### src/rtl/tile_arb_pkg.sv
// Shared types and default sizing for the tile ROM arbiter and its round-robin picker.
package tile_arb_pkg;

    localparam int NUM_REQ_DEF   = 4;
    localparam int ADDR_W_DEF    = 10;
    localparam int DATA_W_DEF    = 4;
    localparam int ROM_LAT_DEF   = 1;
    localparam int MAX_BURST_DEF = 32;
    localparam int NUM_REQ_MAX   = 8;
    localparam int ID_W          = $clog2(NUM_REQ_MAX);

    typedef logic [ID_W-1:0] req_id_t;

    typedef struct packed {
        logic    valid;
        req_id_t id;
    } arb_tag_t;

    // Wraps at n, not at 2^ID_W, so odd requester counts rotate correctly.
    function automatic req_id_t next_id(input req_id_t cur, input int n);
        return (int'(cur) == n - 1) ? '0 : cur + 1'b1;
    endfunction

endpackage

### src/rtl/tile_arb_rr_pick.sv
// Combinational round-robin picker: first set request at or after ptr_i, wrapping at NUM_REQ.
module tile_arb_rr_pick
    import tile_arb_pkg::*;
#(
    parameter int NUM_REQ = NUM_REQ_DEF
) (
    input  logic [NUM_REQ-1:0] req_i,
    input  req_id_t            ptr_i,
    output logic [NUM_REQ-1:0] gnt_o,
    output req_id_t            id_o,
    output logic               any_o
);

    always_comb begin
        int                 idx;
        logic [NUM_REQ-1:0] sel;
        gnt_o = '0;
        id_o  = '0;
        any_o = 1'b0;
        idx   = 0;
        sel   = '0;
        for (int k = 0; k < NUM_REQ; k++) begin
            idx = int'(ptr_i) + k;
            if (idx >= NUM_REQ) begin
                idx = idx - NUM_REQ;
            end
            sel = NUM_REQ'(1) << idx;
            if (!any_o && (|(req_i & sel))) begin
                gnt_o = sel;
                id_o  = req_id_t'(idx);
                any_o = 1'b1;
            end
        end
    end

endmodule

### src/rtl/tile_rom_arbiter.sv
// Round-robin sharing of one tile/sprite ROM read port, with tagged responses ROM_LAT+1 cycles
// after grant. Optional burst lock compiled in with the TILE_ARB_LOCK_EN macro.
module tile_rom_arbiter
    import tile_arb_pkg::*;
#(
    parameter int NUM_REQ   = NUM_REQ_DEF,
    parameter int ADDR_W    = ADDR_W_DEF,
    parameter int DATA_W    = DATA_W_DEF,
    parameter int ROM_LAT   = ROM_LAT_DEF
`ifdef TILE_ARB_LOCK_EN
    ,
    parameter int MAX_BURST = MAX_BURST_DEF
`endif
) (
    input  logic                      vga_clk,
    input  logic                      reset,
    input  logic [NUM_REQ-1:0]        req,
    input  logic [NUM_REQ*ADDR_W-1:0] req_addr,
    output logic [NUM_REQ-1:0]        gnt,
    output logic [ADDR_W-1:0]         rom_address,
    input  logic [DATA_W-1:0]         rom_q,
    output logic [NUM_REQ-1:0]        rsp_valid,
    output logic [DATA_W-1:0]         rsp_data
`ifdef TILE_ARB_LOCK_EN
    ,
    input  logic [NUM_REQ-1:0]        req_lock
`endif
);

    // Handshake: req is a level; a cycle with gnt[i] high is one accepted read of req_addr[i],
    // answered by exactly one rsp_valid[i] pulse. An ungranted req is not remembered.

    logic [NUM_REQ-1:0] rr_gnt;
    req_id_t            rr_id;
    logic               rr_any;

    logic [NUM_REQ-1:0] win_gnt;
    req_id_t            win_id;
    logic               win_any;
    logic               locked;

    req_id_t            ptr_q, ptr_d;
    logic [ADDR_W-1:0]  addr_q, addr_d;
    arb_tag_t           tag_q [ROM_LAT];
    arb_tag_t           out_tag;
    logic [NUM_REQ-1:0] rsp_valid_q, rsp_valid_d;
    logic [DATA_W-1:0]  rsp_data_q, rsp_data_d;

    tile_arb_rr_pick #(.NUM_REQ(NUM_REQ)) u_pick (
        .req_i (req),
        .ptr_i (ptr_q),
        .gnt_o (rr_gnt),
        .id_o  (rr_id),
        .any_o (rr_any)
    );

`ifdef TILE_ARB_LOCK_EN
    localparam int BURST_W = $clog2(MAX_BURST + 1);

    // burst_q counts consecutive grants to last_gnt_q in the current burst, the first included.
    logic [NUM_REQ-1:0] last_gnt_q;
    req_id_t            last_id_q;
    logic [BURST_W-1:0] burst_q, burst_d;

    always_comb begin
        locked = (|(last_gnt_q & req & req_lock)) && (burst_q < BURST_W'(MAX_BURST));
        if (locked) begin
            burst_d = burst_q + 1'b1;
        end else if (rr_any) begin
            burst_d = BURST_W'(1);
        end else begin
            burst_d = '0;
        end
    end

    always_ff @(posedge vga_clk or posedge reset) begin
        if (reset) begin
            last_gnt_q <= '0;
            last_id_q  <= '0;
            burst_q    <= '0;
        end else begin
            last_gnt_q <= win_gnt;
            last_id_q  <= win_id;
            burst_q    <= burst_d;
        end
    end
`else
    assign locked = 1'b0;
`endif

    always_comb begin
        win_gnt = rr_gnt;
        win_id  = rr_id;
        win_any = rr_any;
`ifdef TILE_ARB_LOCK_EN
        if (locked) begin
            win_gnt = last_gnt_q;
            win_id  = last_id_q;
            win_any = 1'b1;
        end
`endif
        ptr_d  = ptr_q;
        addr_d = addr_q;
        if (win_any) begin
            addr_d = req_addr[int'(win_id)*ADDR_W +: ADDR_W];
            if (!locked) begin
                ptr_d = next_id(win_id, NUM_REQ);
            end
        end
    end

    assign gnt = reset ? '0 : win_gnt;

    // The last tag stage lines up with rom_q being valid for that grant's address.
    always_comb begin
        out_tag     = tag_q[ROM_LAT-1];
        rsp_valid_d = out_tag.valid ? (NUM_REQ'(1) << out_tag.id) : '0;
        rsp_data_d  = out_tag.valid ? rom_q : rsp_data_q;
    end

    always_ff @(posedge vga_clk or posedge reset) begin
        if (reset) begin
            ptr_q       <= '0;
            addr_q      <= '0;
            rsp_valid_q <= '0;
            rsp_data_q  <= '0;
            for (int s = 0; s < ROM_LAT; s++) begin
                tag_q[s] <= '0;
            end
        end else begin
            ptr_q       <= ptr_d;
            addr_q      <= addr_d;
            rsp_valid_q <= rsp_valid_d;
            rsp_data_q  <= rsp_data_d;
            tag_q[0]    <= {win_any, win_id};
            for (int s = 1; s < ROM_LAT; s++) begin
                tag_q[s] <= tag_q[s-1];
            end
        end
    end

    assign rom_address = addr_q;
    assign rsp_valid   = rsp_valid_q;
    assign rsp_data    = rsp_data_q;

endmodule

### config.mk
export PLATFORM = sky130hd
export DESIGN_NAME = tile_rom_arbiter
export DESIGN_NICKNAME = d
export VERILOG_FILES = /design/src/rtl/tile_arb_pkg.sv /design/src/rtl/tile_arb_rr_pick.sv /design/src/rtl/tile_rom_arbiter.sv
export SDC_FILE = /design/constraint.sdc
export NUM_CORES = 1
export LEC_CHECK = 0
export BUFFER_PORTS_ARGS = -buffer_cell sky130_fd_sc_hd__buf_2
export CORE_AREA = 2 2 75 59
export CTS_CLUSTER_DIAMETER = 150
export DETAILED_ROUTE_END_ITERATION = 7
export DIE_AREA = 0 0 77 61
export PLACE_DENSITY = 0.71
export SKIP_CTS_REPAIR_TIMING = 1
export SLEW_MARGIN = 10
export SYNTH_ARGS = -nofsm -noshare
export SYNTH_HDL_FRONTEND = slang
export SYNTH_SLANG_ARGS = --single-unit
### constraint.sdc
create_clock -name vga_clk -period 4.6 [get_ports vga_clk]
set_input_delay 0.46 -clock vga_clk [delete_from_list [all_inputs] [get_ports vga_clk]]
set_output_delay 0.46 -clock vga_clk [all_outputs]
set_load 0.05 [all_outputs]
==> results.md <==
* Most frequent cells in the layout: 71 x buf_2, 25 x dfrtp_1, 21 x mux2i_1, 17 x nand2_1, 9 x inv_1
* Top cells by area, synth: dfrtp_1 36%, mux2i_1 12%, mux2_2 4.6%
* Placed Cells at between 200 and 300
* Pwr dens at 903.0 nW/um2
* Port buffer count at between 70 and 80
* GP Congestion at 0.8845
* Highest ir drop seen on vdd at roughly 440 uV
* Seq. cell area at 625.6 um2
* Iteration-0 DRC Markers at 120
* Area grow syn2layout at 24.91%
* Top-area cell type share of the netlist area at between 30% and 40%
* CORE AREA at 3954 um2
* Flops & latches, synth at 25
* Initial antenna violation count at 0
* Worst EP required at between 4 and 5 ns
* Arrival time at the worst endpoint at 3.30 ns
* Post-synth EDFFs at 0
* Multi-input gate area at 998.5 um2
* Register-to-Register Setup Slack at 1.35 ns
* Slew Limit Fails at 0
* First-pass GRT wire length at between 6 and 7 mm
* Commonest non-fill, non-tap cell in the layout: buf_2
* Cell count after synthesis at between 150 and 200
* Vias/cell at ~5.3
* Vias in the first global route at roughly 1300
* Critical Path Start Type: flip-flop
* Max FO, Critical Path at 15
* GR Util All Layers at 16.53%
* Synth unique cells at 47
* Crit. End Element: output port
* Max cap viols at 0
* Int Power at approximately 0.9 mW
* Largest net degree at the start of global routing at 26
* FF-to-FF End: rom_address[4]$_DFFE_PP0P_
* N_diodes at 0
* RSZ-0062 raised after global routing: false
* Outcome: completed
* CP Class: flip-flop to output port
* Average routed wire per standard cell at between 10 and 15 um
* DP HPWL at approximately 3.1 mm
* Slew margin rel. at between 30% and 40%
* Routed vias at 1522
* Net Sw Frac at between 50% and 60%
* Worst R2R Start: ptr_q[1]$_DFFE_PP0P_
* Fillers at ~370
* Non-filler cells, final at about 290
* Rows at 20
* Final worst path period need at between 3 and 4 ns
* Seq pwr share at between 10% and 20%
* CTS tree: built
* Hold Worst Slack at about 0.43 ns
* Ys flop type: dfrtp_1
* CTS buffer count at 3
* Chip Height at a little over 60 um
* Gr ovfl total at 0
* Largest area contributor in the netlist: dfrtp_1
* Final setup violation count at 0
* FF-to-FF path depth at 10
* Share of layout cells above drive strength 1 at 45.45%
* Static leakage at 1.065 nW
* Syn_nets at between 200 and 250
* Achievable Freq at 0.2658 GHz
* Root Buffer: clkbuf_8
* Final WL at just under 4 mm
* Cell Area, Synth at around 1700 um2
* Fin. Hold Viols at 0
* Nets at about 290
* Sw power at slightly above 1 mW
* Avg Cell Area, Syn at between 10 and 15 um2
* Post-synthesis async set-or-reset flop share at 100.0%
* Setup TNS at 0 ns
* Design Area, Final at 2158 um2
* Worst-path clk slew at around 0.080 ns
* I/O pin total at 72
* Die width at 77 um
* CTS Sinks at 25
* HP Class: input pin to asynchronous set/reset pin
* Clock skew at about 0.0044 ns
* Worst Tran Pin Value at between 0.9 and 1 ns
* Max clock buf depth at 2
* Period utilization at roughly 82%
* Total chip power at 1.949 mW
* Worst-Skew Late Latency at about 0.26 ns
* Clock power frac at roughly 6.4%
* Post-DRT Antenna Nets at 0
* Max H-tree Level at 1
* DRC violations left at 0
* Synth warn at 0
* Sequential share of the synthesized area at 36.21%
* Die area at 4697 um2
* Logic pwr share at roughly three quarters
* Post-DP Area at approximately 2100 um2
* Initial core utilization at 43.70%
* TritonRoute pass-1 iters at 4
==> power by group through the flow <==
stage / sequential [mW] / combinational [mW] / clock (mW)
CTS: 0.370 / 1.46 / 0.128
global route: 0.382 / 1.57 / 0.141
floorplan: 0.622 / 0.991 / 0
global placement: 0.373 / 1.45 / 0
finish: 0.369 / 1.46 / 0.124
detailed placement: 0.373 / 1.46 / 0
==> state kept, by name (all words and copies together) (netlist names) <==
name / flops
rsp_data: 4
rsp_valid: 4
out_tag: 4
ptr_q: 3
rom_address: 10
==> per-stage QoR <==
step                      utilization (%)  setup WS [ns]
after detailed placement            53.42          1.155
after global routing                54.59         0.5849
after global placement              53.42          1.153
after CTS                           54.59         0.8556
final                               54.59         0.8380
after floorplan                         -         0.6918
==> logic make-up (layout without fill, tap and decap cells) <==
group | Yosys count | after routing | synth area share (%)
AO/OA/AOI/OAI | 38 | 38 | 21.58
adder cells (fa/ha/maj) | 4 | 4 | 2.897
buffers and inverters | 17 | 88 | 6.010
flip-flops | 25 | 25 | 36.21
multiplexers | 31 | 31 | 19.77
AND/OR/NAND/NOR | 45 | 45 | 13.54
==> cell type report <==
class | instances | share of cell area (%)
inverters | 9 | 1.565
clock inverters | 1 | 0.2319
clock buffers | 3 | 1.913
repair buffers | 75 | 17.86
well taps | 55 | 3.188
flip-flops and latches | 25 | 28.99
multi-input cells | 118 | 46.26
==> critical path, cell delays in order, from the launching register on <==
cell and delay [ns]:
dfrtp_1 0.33, buf_4 0.20, inv_1 0.09, ha_1 0.49
mux2_4 0.37, a31o_2 0.28, or3_4 0.41, nor4b_1 0.33
o21ai_0 0.13, a21oi_1 0.15, buf_2 0.27
==> synth_stat cells (2+ instances only) <==
master,number
mux2_4,2
a21oi_1,5
buf_4,2
nand3_1,3
buf_6,4
mux2_2,7
a221oi_1,2
nor2b_1,2
ha_1,4
nor3_1,3
o21ai_0,4
mux2i_1,21
buf_2,2
o211ai_1,2
inv_1,9
dfrtp_1,25
o221ai_1,6
o221ai_2,4
and3_1,2
nor4b_1,2
nor2_1,7
nand2_1,17
==> routing by layer <==
metal	global-route usage, %	up-vias	routed length [um]	part of all wire [%]
met5	0	-	0	0
met4	3.061	0	19	0.49
met3	3.125	2	235	6.1
met2	26.57	53	1819	47
met1	23.91	717	1781	46
li1	-	750	-	-
==> worst max-delay path by stage <==
stage / depth (start not counted) / slack [ns] / from / end
final: 10 / 0.84 / ptr_q[1]$_DFFE_PP0P_ / gnt[2]
after global routing: 10 / 0.58 / ptr_q[1]$_DFFE_PP0P_ / gnt[2]
after CTS: 10 / 0.86 / ptr_q[1]$_DFFE_PP0P_ / gnt[2]
after detailed placement: 10 / 1.16 / ptr_q[1]$_DFFE_PP0P_ / gnt[2]
after global placement: 10 / 1.15 / ptr_q[1]$_DFFE_PP0P_ / gnt[2]
after floorplan: 11 / 0.69 / ptr_q[0]$_DFFE_PP0P_ / gnt[2]
(Power assumes the default switching activity.)
